<file path="src/rtl/pipe_ex_stage_if.sv">
// ID->EX control/operand bundle and EX->MEM result bundle for the execute stage.
// The master side is the decode stage / MEM consumer; the slave side is pipe_ex_stage.
interface pipe_ex_stage_if;
    logic        IDwreg;
    logic        IDm2reg;
    logic        IDwmem;
    logic        IDisStoreHazards;
    logic        IDshift;
    logic        IDaluimm;
    logic        IDjal;
    logic        IDmul;
    logic [3:0]  IDaluc;
    logic [4:0]  IDwn;
    logic [31:0] IDqa;
    logic [31:0] IDqb;
    logic [31:0] IDimm;
    logic [31:0] IDpc4;

    logic        EXwreg;
    logic        EXm2reg;
    logic        EXwmem;
    logic        EXisStoreHazards;
    logic [4:0]  EXwn;
    logic [31:0] EXaluResult;
    logic [31:0] EXqb;
    logic        EXbusy;

    modport master (
        output IDwreg, IDm2reg, IDwmem, IDisStoreHazards, IDshift, IDaluimm, IDjal, IDmul,
        output IDaluc, IDwn, IDqa, IDqb, IDimm, IDpc4,
        input  EXwreg, EXm2reg, EXwmem, EXisStoreHazards, EXwn, EXaluResult, EXqb, EXbusy
    );

    modport slave (
        input  IDwreg, IDm2reg, IDwmem, IDisStoreHazards, IDshift, IDaluimm, IDjal, IDmul,
        input  IDaluc, IDwn, IDqa, IDqb, IDimm, IDpc4,
        output EXwreg, EXm2reg, EXwmem, EXisStoreHazards, EXwn, EXaluResult, EXqb, EXbusy
    );
endinterface

</file>
<file path="src/rtl/pipe_ex_stage.sv">
// Execute stage: ID/EX register, combinational ALU, optional 32-cycle shift-add multiplier.
// Define EX_MULT_EN to build the multiplier; otherwise IDmul is ignored and EXbusy is 0.
module pipe_ex_stage (
    input  logic          clk,
    input  logic          clrn,
    pipe_ex_stage_if.slave ex
);

    logic        wreg_reg;
    logic        m2reg_reg;
    logic        wmem_reg;
    logic        store_haz_reg;
    logic        shift_reg;
    logic        aluimm_reg;
    logic        jal_reg;
    logic [3:0]  aluc_reg;
    logic [4:0]  wn_reg;
    logic [31:0] qa_reg;
    logic [31:0] qb_reg;
    logic [31:0] imm_reg;
    logic [31:0] pc4_reg;

    logic        busy;
    logic        mul_done;
    logic [31:0] mul_result;

    always_ff @(posedge clk) begin
        if (!clrn) begin
            wreg_reg      <= 1'b0;
            m2reg_reg     <= 1'b0;
            wmem_reg      <= 1'b0;
            store_haz_reg <= 1'b0;
            shift_reg     <= 1'b0;
            aluimm_reg    <= 1'b0;
            jal_reg       <= 1'b0;
            aluc_reg      <= 4'd0;
            wn_reg        <= 5'd0;
            qa_reg        <= 32'd0;
            qb_reg        <= 32'd0;
            imm_reg       <= 32'd0;
            pc4_reg       <= 32'd0;
        end else if (!busy) begin
            wreg_reg      <= ex.IDwreg;
            m2reg_reg     <= ex.IDm2reg;
            wmem_reg      <= ex.IDwmem;
            store_haz_reg <= ex.IDisStoreHazards;
            shift_reg     <= ex.IDshift;
            aluimm_reg    <= ex.IDaluimm;
            jal_reg       <= ex.IDjal;
            aluc_reg      <= ex.IDaluc;
            wn_reg        <= ex.IDwn;
            qa_reg        <= ex.IDqa;
            qb_reg        <= ex.IDqb;
            imm_reg       <= ex.IDimm;
            pc4_reg       <= ex.IDpc4;
        end
    end

`ifdef EX_MULT_EN
    typedef enum logic [1:0] {IDLE, MUL, DONE} mul_state_t;

    mul_state_t  state_reg, state_next;
    logic [31:0] mcand_reg, mcand_next;
    logic [31:0] mplier_reg, mplier_next;
    logic [31:0] product_reg, product_next;
    logic [4:0]  count_reg, count_next;

    always_ff @(posedge clk) begin
        if (!clrn) begin
            state_reg   <= IDLE;
            mcand_reg   <= 32'd0;
            mplier_reg  <= 32'd0;
            product_reg <= 32'd0;
            count_reg   <= 5'd0;
        end else begin
            state_reg   <= state_next;
            mcand_reg   <= mcand_next;
            mplier_reg  <= mplier_next;
            product_reg <= product_next;
            count_reg   <= count_next;
        end
    end

    // A new instruction is captured in both IDLE and DONE, so a multiply can start from either.
    always_comb begin
        state_next   = state_reg;
        mcand_next   = mcand_reg;
        mplier_next  = mplier_reg;
        product_next = product_reg;
        count_next   = count_reg;
        case (state_reg)
            IDLE, DONE: begin
                if (ex.IDmul) begin
                    state_next   = MUL;
                    mcand_next   = ex.IDqa;
                    mplier_next  = ex.IDqb;
                    product_next = 32'd0;
                    count_next   = 5'd0;
                end else begin
                    state_next = IDLE;
                end
            end
            MUL: begin
                if (mplier_reg[0]) begin
                    product_next = product_reg + mcand_reg;
                end
                mcand_next  = mcand_reg << 1;
                mplier_next = mplier_reg >> 1;
                count_next  = count_reg + 5'd1;
                if (count_reg == 5'd31) begin
                    state_next = DONE;
                end
            end
            default: state_next = IDLE;
        endcase
    end

    assign busy       = (state_reg == MUL);
    assign mul_done   = (state_reg == DONE);
    assign mul_result = product_reg;
`else
    logic unused_mul;

    assign unused_mul = ex.IDmul;
    assign busy       = 1'b0;
    assign mul_done   = 1'b0;
    assign mul_result = 32'd0;
`endif

    logic [31:0] op_a;
    logic [31:0] op_b;
    logic [31:0] alu_result;

    assign op_a = shift_reg  ? {27'd0, imm_reg[10:6]} : qa_reg;
    assign op_b = aluimm_reg ? imm_reg : qb_reg;

    always_comb begin
        alu_result = 32'd0;
        case (aluc_reg)
            4'b0000: alu_result = op_a + op_b;
            4'b0001: alu_result = op_a - op_b;
            4'b0010: alu_result = op_a & op_b;
            4'b0011: alu_result = op_a | op_b;
            4'b0100: alu_result = op_a ^ op_b;
            4'b0101: alu_result = op_b << 16;
            4'b0110: alu_result = op_b << op_a[4:0];
            4'b0111: alu_result = op_b >> op_a[4:0];
            4'b1000: alu_result = $unsigned($signed(op_b) >>> op_a[4:0]);
            4'b1001: alu_result = {31'd0, $signed(op_a) < $signed(op_b)};
            default: alu_result = 32'd0;
        endcase
    end

    // While multiplying, MEM must see a bubble: no register or memory write.
    assign ex.EXwreg           = wreg_reg & ~busy;
    assign ex.EXwmem           = wmem_reg & ~busy;
    assign ex.EXm2reg          = m2reg_reg;
    assign ex.EXisStoreHazards = store_haz_reg;
    assign ex.EXwn             = wn_reg;
    assign ex.EXqb             = qb_reg;
    assign ex.EXbusy           = busy;
    assign ex.EXaluResult      = jal_reg  ? pc4_reg :
                                 mul_done ? mul_result : alu_result;

endmodule
</file>
<file path="src/flat_wrapper.sv">
// flat-port wrapper written by rule: the top's interface ports become plain ports
module pipe_ex_stage_flat 
  (clk, clrn, ex_IDwreg, ex_IDm2reg, ex_IDwmem, ex_IDisStoreHazards, ex_IDshift, ex_IDaluimm, ex_IDjal, ex_IDmul, ex_IDaluc, ex_IDwn, ex_IDqa, ex_IDqb, ex_IDimm, ex_IDpc4, ex_EXwreg, ex_EXm2reg, ex_EXwmem, ex_EXisStoreHazards, ex_EXwn, ex_EXaluResult, ex_EXqb, ex_EXbusy);
  pipe_ex_stage_if ex_i ();
  input  logic clk;
  input  logic clrn;
  input wire logic [$bits(ex_i.IDwreg)-1:0] ex_IDwreg;
  input wire logic [$bits(ex_i.IDm2reg)-1:0] ex_IDm2reg;
  input wire logic [$bits(ex_i.IDwmem)-1:0] ex_IDwmem;
  input wire logic [$bits(ex_i.IDisStoreHazards)-1:0] ex_IDisStoreHazards;
  input wire logic [$bits(ex_i.IDshift)-1:0] ex_IDshift;
  input wire logic [$bits(ex_i.IDaluimm)-1:0] ex_IDaluimm;
  input wire logic [$bits(ex_i.IDjal)-1:0] ex_IDjal;
  input wire logic [$bits(ex_i.IDmul)-1:0] ex_IDmul;
  input wire logic [$bits(ex_i.IDaluc)-1:0] ex_IDaluc;
  input wire logic [$bits(ex_i.IDwn)-1:0] ex_IDwn;
  input wire logic [$bits(ex_i.IDqa)-1:0] ex_IDqa;
  input wire logic [$bits(ex_i.IDqb)-1:0] ex_IDqb;
  input wire logic [$bits(ex_i.IDimm)-1:0] ex_IDimm;
  input wire logic [$bits(ex_i.IDpc4)-1:0] ex_IDpc4;
  output wire logic [$bits(ex_i.EXwreg)-1:0] ex_EXwreg;
  output wire logic [$bits(ex_i.EXm2reg)-1:0] ex_EXm2reg;
  output wire logic [$bits(ex_i.EXwmem)-1:0] ex_EXwmem;
  output wire logic [$bits(ex_i.EXisStoreHazards)-1:0] ex_EXisStoreHazards;
  output wire logic [$bits(ex_i.EXwn)-1:0] ex_EXwn;
  output wire logic [$bits(ex_i.EXaluResult)-1:0] ex_EXaluResult;
  output wire logic [$bits(ex_i.EXqb)-1:0] ex_EXqb;
  output wire logic [$bits(ex_i.EXbusy)-1:0] ex_EXbusy;
  assign ex_i.IDwreg = ex_IDwreg;
  assign ex_i.IDm2reg = ex_IDm2reg;
  assign ex_i.IDwmem = ex_IDwmem;
  assign ex_i.IDisStoreHazards = ex_IDisStoreHazards;
  assign ex_i.IDshift = ex_IDshift;
  assign ex_i.IDaluimm = ex_IDaluimm;
  assign ex_i.IDjal = ex_IDjal;
  assign ex_i.IDmul = ex_IDmul;
  assign ex_i.IDaluc = ex_IDaluc;
  assign ex_i.IDwn = ex_IDwn;
  assign ex_i.IDqa = ex_IDqa;
  assign ex_i.IDqb = ex_IDqb;
  assign ex_i.IDimm = ex_IDimm;
  assign ex_i.IDpc4 = ex_IDpc4;
  assign ex_EXwreg = ex_i.EXwreg;
  assign ex_EXm2reg = ex_i.EXm2reg;
  assign ex_EXwmem = ex_i.EXwmem;
  assign ex_EXisStoreHazards = ex_i.EXisStoreHazards;
  assign ex_EXwn = ex_i.EXwn;
  assign ex_EXaluResult = ex_i.EXaluResult;
  assign ex_EXqb = ex_i.EXqb;
  assign ex_EXbusy = ex_i.EXbusy;
  pipe_ex_stage u_core (.clk(clk), .clrn(clrn), .ex(ex_i));
endmodule
</file>
<file path="config.mk">
export PLATFORM = sky130hd
export DESIGN_NAME = pipe_ex_stage_flat
export DESIGN_NICKNAME = d
export VERILOG_FILES = /design/src/rtl/pipe_ex_stage_if.sv /design/src/rtl/pipe_ex_stage.sv /design/src/flat_wrapper.sv
export SDC_FILE = /design/constraint.sdc
export NUM_CORES = 1
export LEC_CHECK = 0
export CAP_MARGIN = 0
export CORE_MARGIN = 8
export CORE_UTILIZATION = 45
export DETAILED_ROUTE_END_ITERATION = 6
export GPL_TIMING_DRIVEN = 0
export PLACE_DENSITY_LB_ADDON = 0.05
export SYNTH_ARGS = -nofsm -noshare
export SYNTH_HDL_FRONTEND = slang
export SYNTH_SLANG_ARGS = --single-unit
</file>
<file path="constraint.sdc">
create_clock -name clk -period 6.8 [get_ports clk]
set_input_delay 1.36 -clock clk [delete_from_list [all_inputs] [get_ports clk]]
set_output_delay 1.36 -clock clk [all_outputs]
set_load 0.05 [all_outputs]
</file>
==> impl_metrics.tcl <==
set metrics [dict create \
    n_fill_cell 2804 \
    synth_top_family_by_area "compound AO/OA/AOI/OAI gates" \
    p_leak_nw 7.12 \
    synth_xor_area_share_pct 1.17 \
    die_width_um 189 \
    whs_ns 1.47 \
    synth_compound_area_share_pct 27.6 \
    vias 16100 \
    start_util_pct 45.6 \
    layout.nets 2309 \
    failed_checks "setup timing" \
    post-place-cells 2428 \
    rows 63 \
    vdd_drop_max_uv 164 \
    wl_um 70200 \
    cts_hold_buf 0 \
    fmax_mhz 145 \
    die_y_um 189 \
    grt_pass1_wl_um 102000 \
    period_minus_slack_ns 6.91 \
    multi_input_area_um2 9770 \
    async_flop_share_pct 0 \
    coreArea_um2 29600 \
    drt_iter0_markers 2484 \
    area_growth_syn_to_layout_pct 26.2 \
    track_usage_pct 37.9 \
    antenna_found_initial 0 \
    drive_gt1_share_pct 8.82 \
    grt_pass1_vias 15500 \
    synth_ff_type "dfxtp_1" \
    synth-seq-area-share_pct 21.3 \
    insertedDiodeCount 0 \
    syn-num-nets 2066 \
    synth-edff-count 0 \
    place.gp.congestion 1.11 \
    crit_start "u_core.shift_reg" \
    cp-start-kind "flip-flop" \
    grt_max_degree 20 \
    cts_num_sinks 144 \
    cts_buffers 17 \
    hold_start "ex_IDqb[6]" \
    cp_max_fo 19 \
    synth_mux_area_share_pct 9.71 \
    grt.overflow.total 0 \
    syn_inst 1818 \
    yosys.cell_types.count 94 \
    slowest_stage "mux2i_2" \
    crit_buf_inv 6 \
    ys_warn_count 0 \
    final-seq-area_um2 2880 \
    avgSynthCellArea_um2 7.43 \
    routed_via_density 6.53 \
    critPathKind "flip-flop to primary output" \
    syn_area_um2 13500 \
    io_pins 221 \
    wl_per_cell_um 28.5 \
    cp-end-kind "primary output" \
    cp_cell_sequence "buf_6 -> mux2i_2 -> buf_2 -> buf_4 -> ha_1 -> buf_6 -> nand2b_1 -> a221oi_1 -> o21ai_0 -> nand2_2 -> a311oi_4 -> buf_4 -> nor4_1 -> o21ai_1 -> mux2_1 -> nand2_1 -> a32oi_1 -> clkdlybuf4s15_2" \
    grt_setup_unrepaired "true" \
    fin_crit_sh_pct 102 \
    finalSetupViolations 4 \
    p_total_w 0.00344 \
    maxSlewViolCount 0 \
    post_dp_cell_area_um2 16200 \
    cp.arrival_ns 5.55 \
    cts_root_buf "clkbuf_16" \
    io_buffers 217 \
    cts_buffer_depth 2 \
    synth-adder-area-share_pct 9.46 \
    drt_first_pass_iters 6 \
    drv_cap 0 \
    tightest_slew_ns 1.05 \
    htree_levels 4 \
    fin_ws_ns -0.105 \
    cts_tree "done" \
    path_delay_family "buffers and inverters" \
    synth_simple_gate_area_share_pct 23.2 \
    status "finished with violations" \
    power.density_nw_per_um2 202 \
    dp_hpwl_um 55500 \
    crit_path_max_incr_delay_ns 0.52 \
    clk_pin_slew_ns 0.07 \
    relSlewSlack_pct 27.9 \
    stdcell_count 2464 \
    hold_violations 0 \
    synth_seq_cells 144 \
    hp-class "input pin to flip-flop" \
    critPathRequiredTime_ns 5.44 \
    post-route-drc-count 0 \
    preCtsSetupSlack_ns -0.612 \
    dieArea_um2 35800 \
    final_area_um2 17000 \
    antenna_left 0 \
]
## through the flow
stage	TNS (ns)	utilization [%]
3_5_place_dp	-5.28	54.7
5_1_grt	-0.447	57.5
4_1_cts	-0.178	57.2
3_3_place_gp	-5.45	54.6
2_1_floorplan	0	-
6_report	-0.332	57.5
## layout make-up
class	count	area share, %
buffer	132	3.83
clock buffer	18	2.58
multi-input combinational	1442	57.3
sequential	144	16.9
clock inverter	14	1.12
inverter	97	2.14
timing repair buffer	227	13.2
tap	390	2.86
## layer usage
layer	routed length [um]	GRT usage [%]	up-vias
met5	0	0	-
met4	4990	23.7	0
met3	9110	11.9	266
met2	28700	54.5	1307
met1	27300	48.4	7530
li1	-	-	6977
## power breakdown
part / switching, W / internal [W]
logic: 0.00100 / 0.000497
registers: 0.0000264 / 0.000889
clock network: 0.000455 / 0.000572
## timing repair
| action | in CTS | in global routing |
|---|---|---|
| cloned | 0 | 0 |
| pin swaps | 1 | 0 |
| endpoints found under the setup margin | 28 | 24 |
| setup buffers | 3 | 3 |
| resized for setup | 49 | 37 |
## Yosys cell counts (all sizes together) (6+ instances only)
master	number	area [um^2]
nand2	187	704
a21oi	158	810
and2	149	932
dfxtp	144	2880
nor2	143	537
o21ai	137	689
mux2i	103	1180
ha	99	1240
inv	97	364
clkbuf	87	328
buf	48	324
nor3	37	190
nand3	34	170
nor2b	33	206
a211oi	29	218
o22ai	24	150
o221ai	21	190
a31oi	20	131
o211ai	20	155
xnor2	17	149
nand2b	16	100
a21o	15	113
a221oi	15	144
o31ai	15	141
o21bai	13	97.6
nor4	12	75.1
and3	11	68.8
mux2	11	128
a32oi	10	87.6
a2111oi	9	86.3
a221o	9	90.1
a22oi	7	52.6
nand4	7	43.8
o311ai	7	68.8
or3	7	43.8
o2111ai	6	52.6
## kinds of logic after synthesis
group	after synthesis
simple gates	644
compound gates	564
buf+inv	232
flops	144
mux	114
fa+ha+maj	101
xor+xnor	18
other cells	1
## worst paths after layout
kind	depth (start not counted)	end	slack, ns
worst max-delay path	18	ex_EXaluResult[30]	-0.11
worst min-delay path	2	u_core.ex.EXqb[6]	1.47
## cells in the final DEF, fill, tap and decap left out, types with 35 or more instances in the layout
cell,n
a21oi_1,152
and2_1,149
clkbuf_1,77
clkdlybuf4s50_1,194
dfxtp_1,144
ha_1,98
inv_1,92
mux2i_1,75
nand2_1,185
nor2_1,142
nor3_1,35
o21ai_0,126
(Power assumes the default switching activity.)
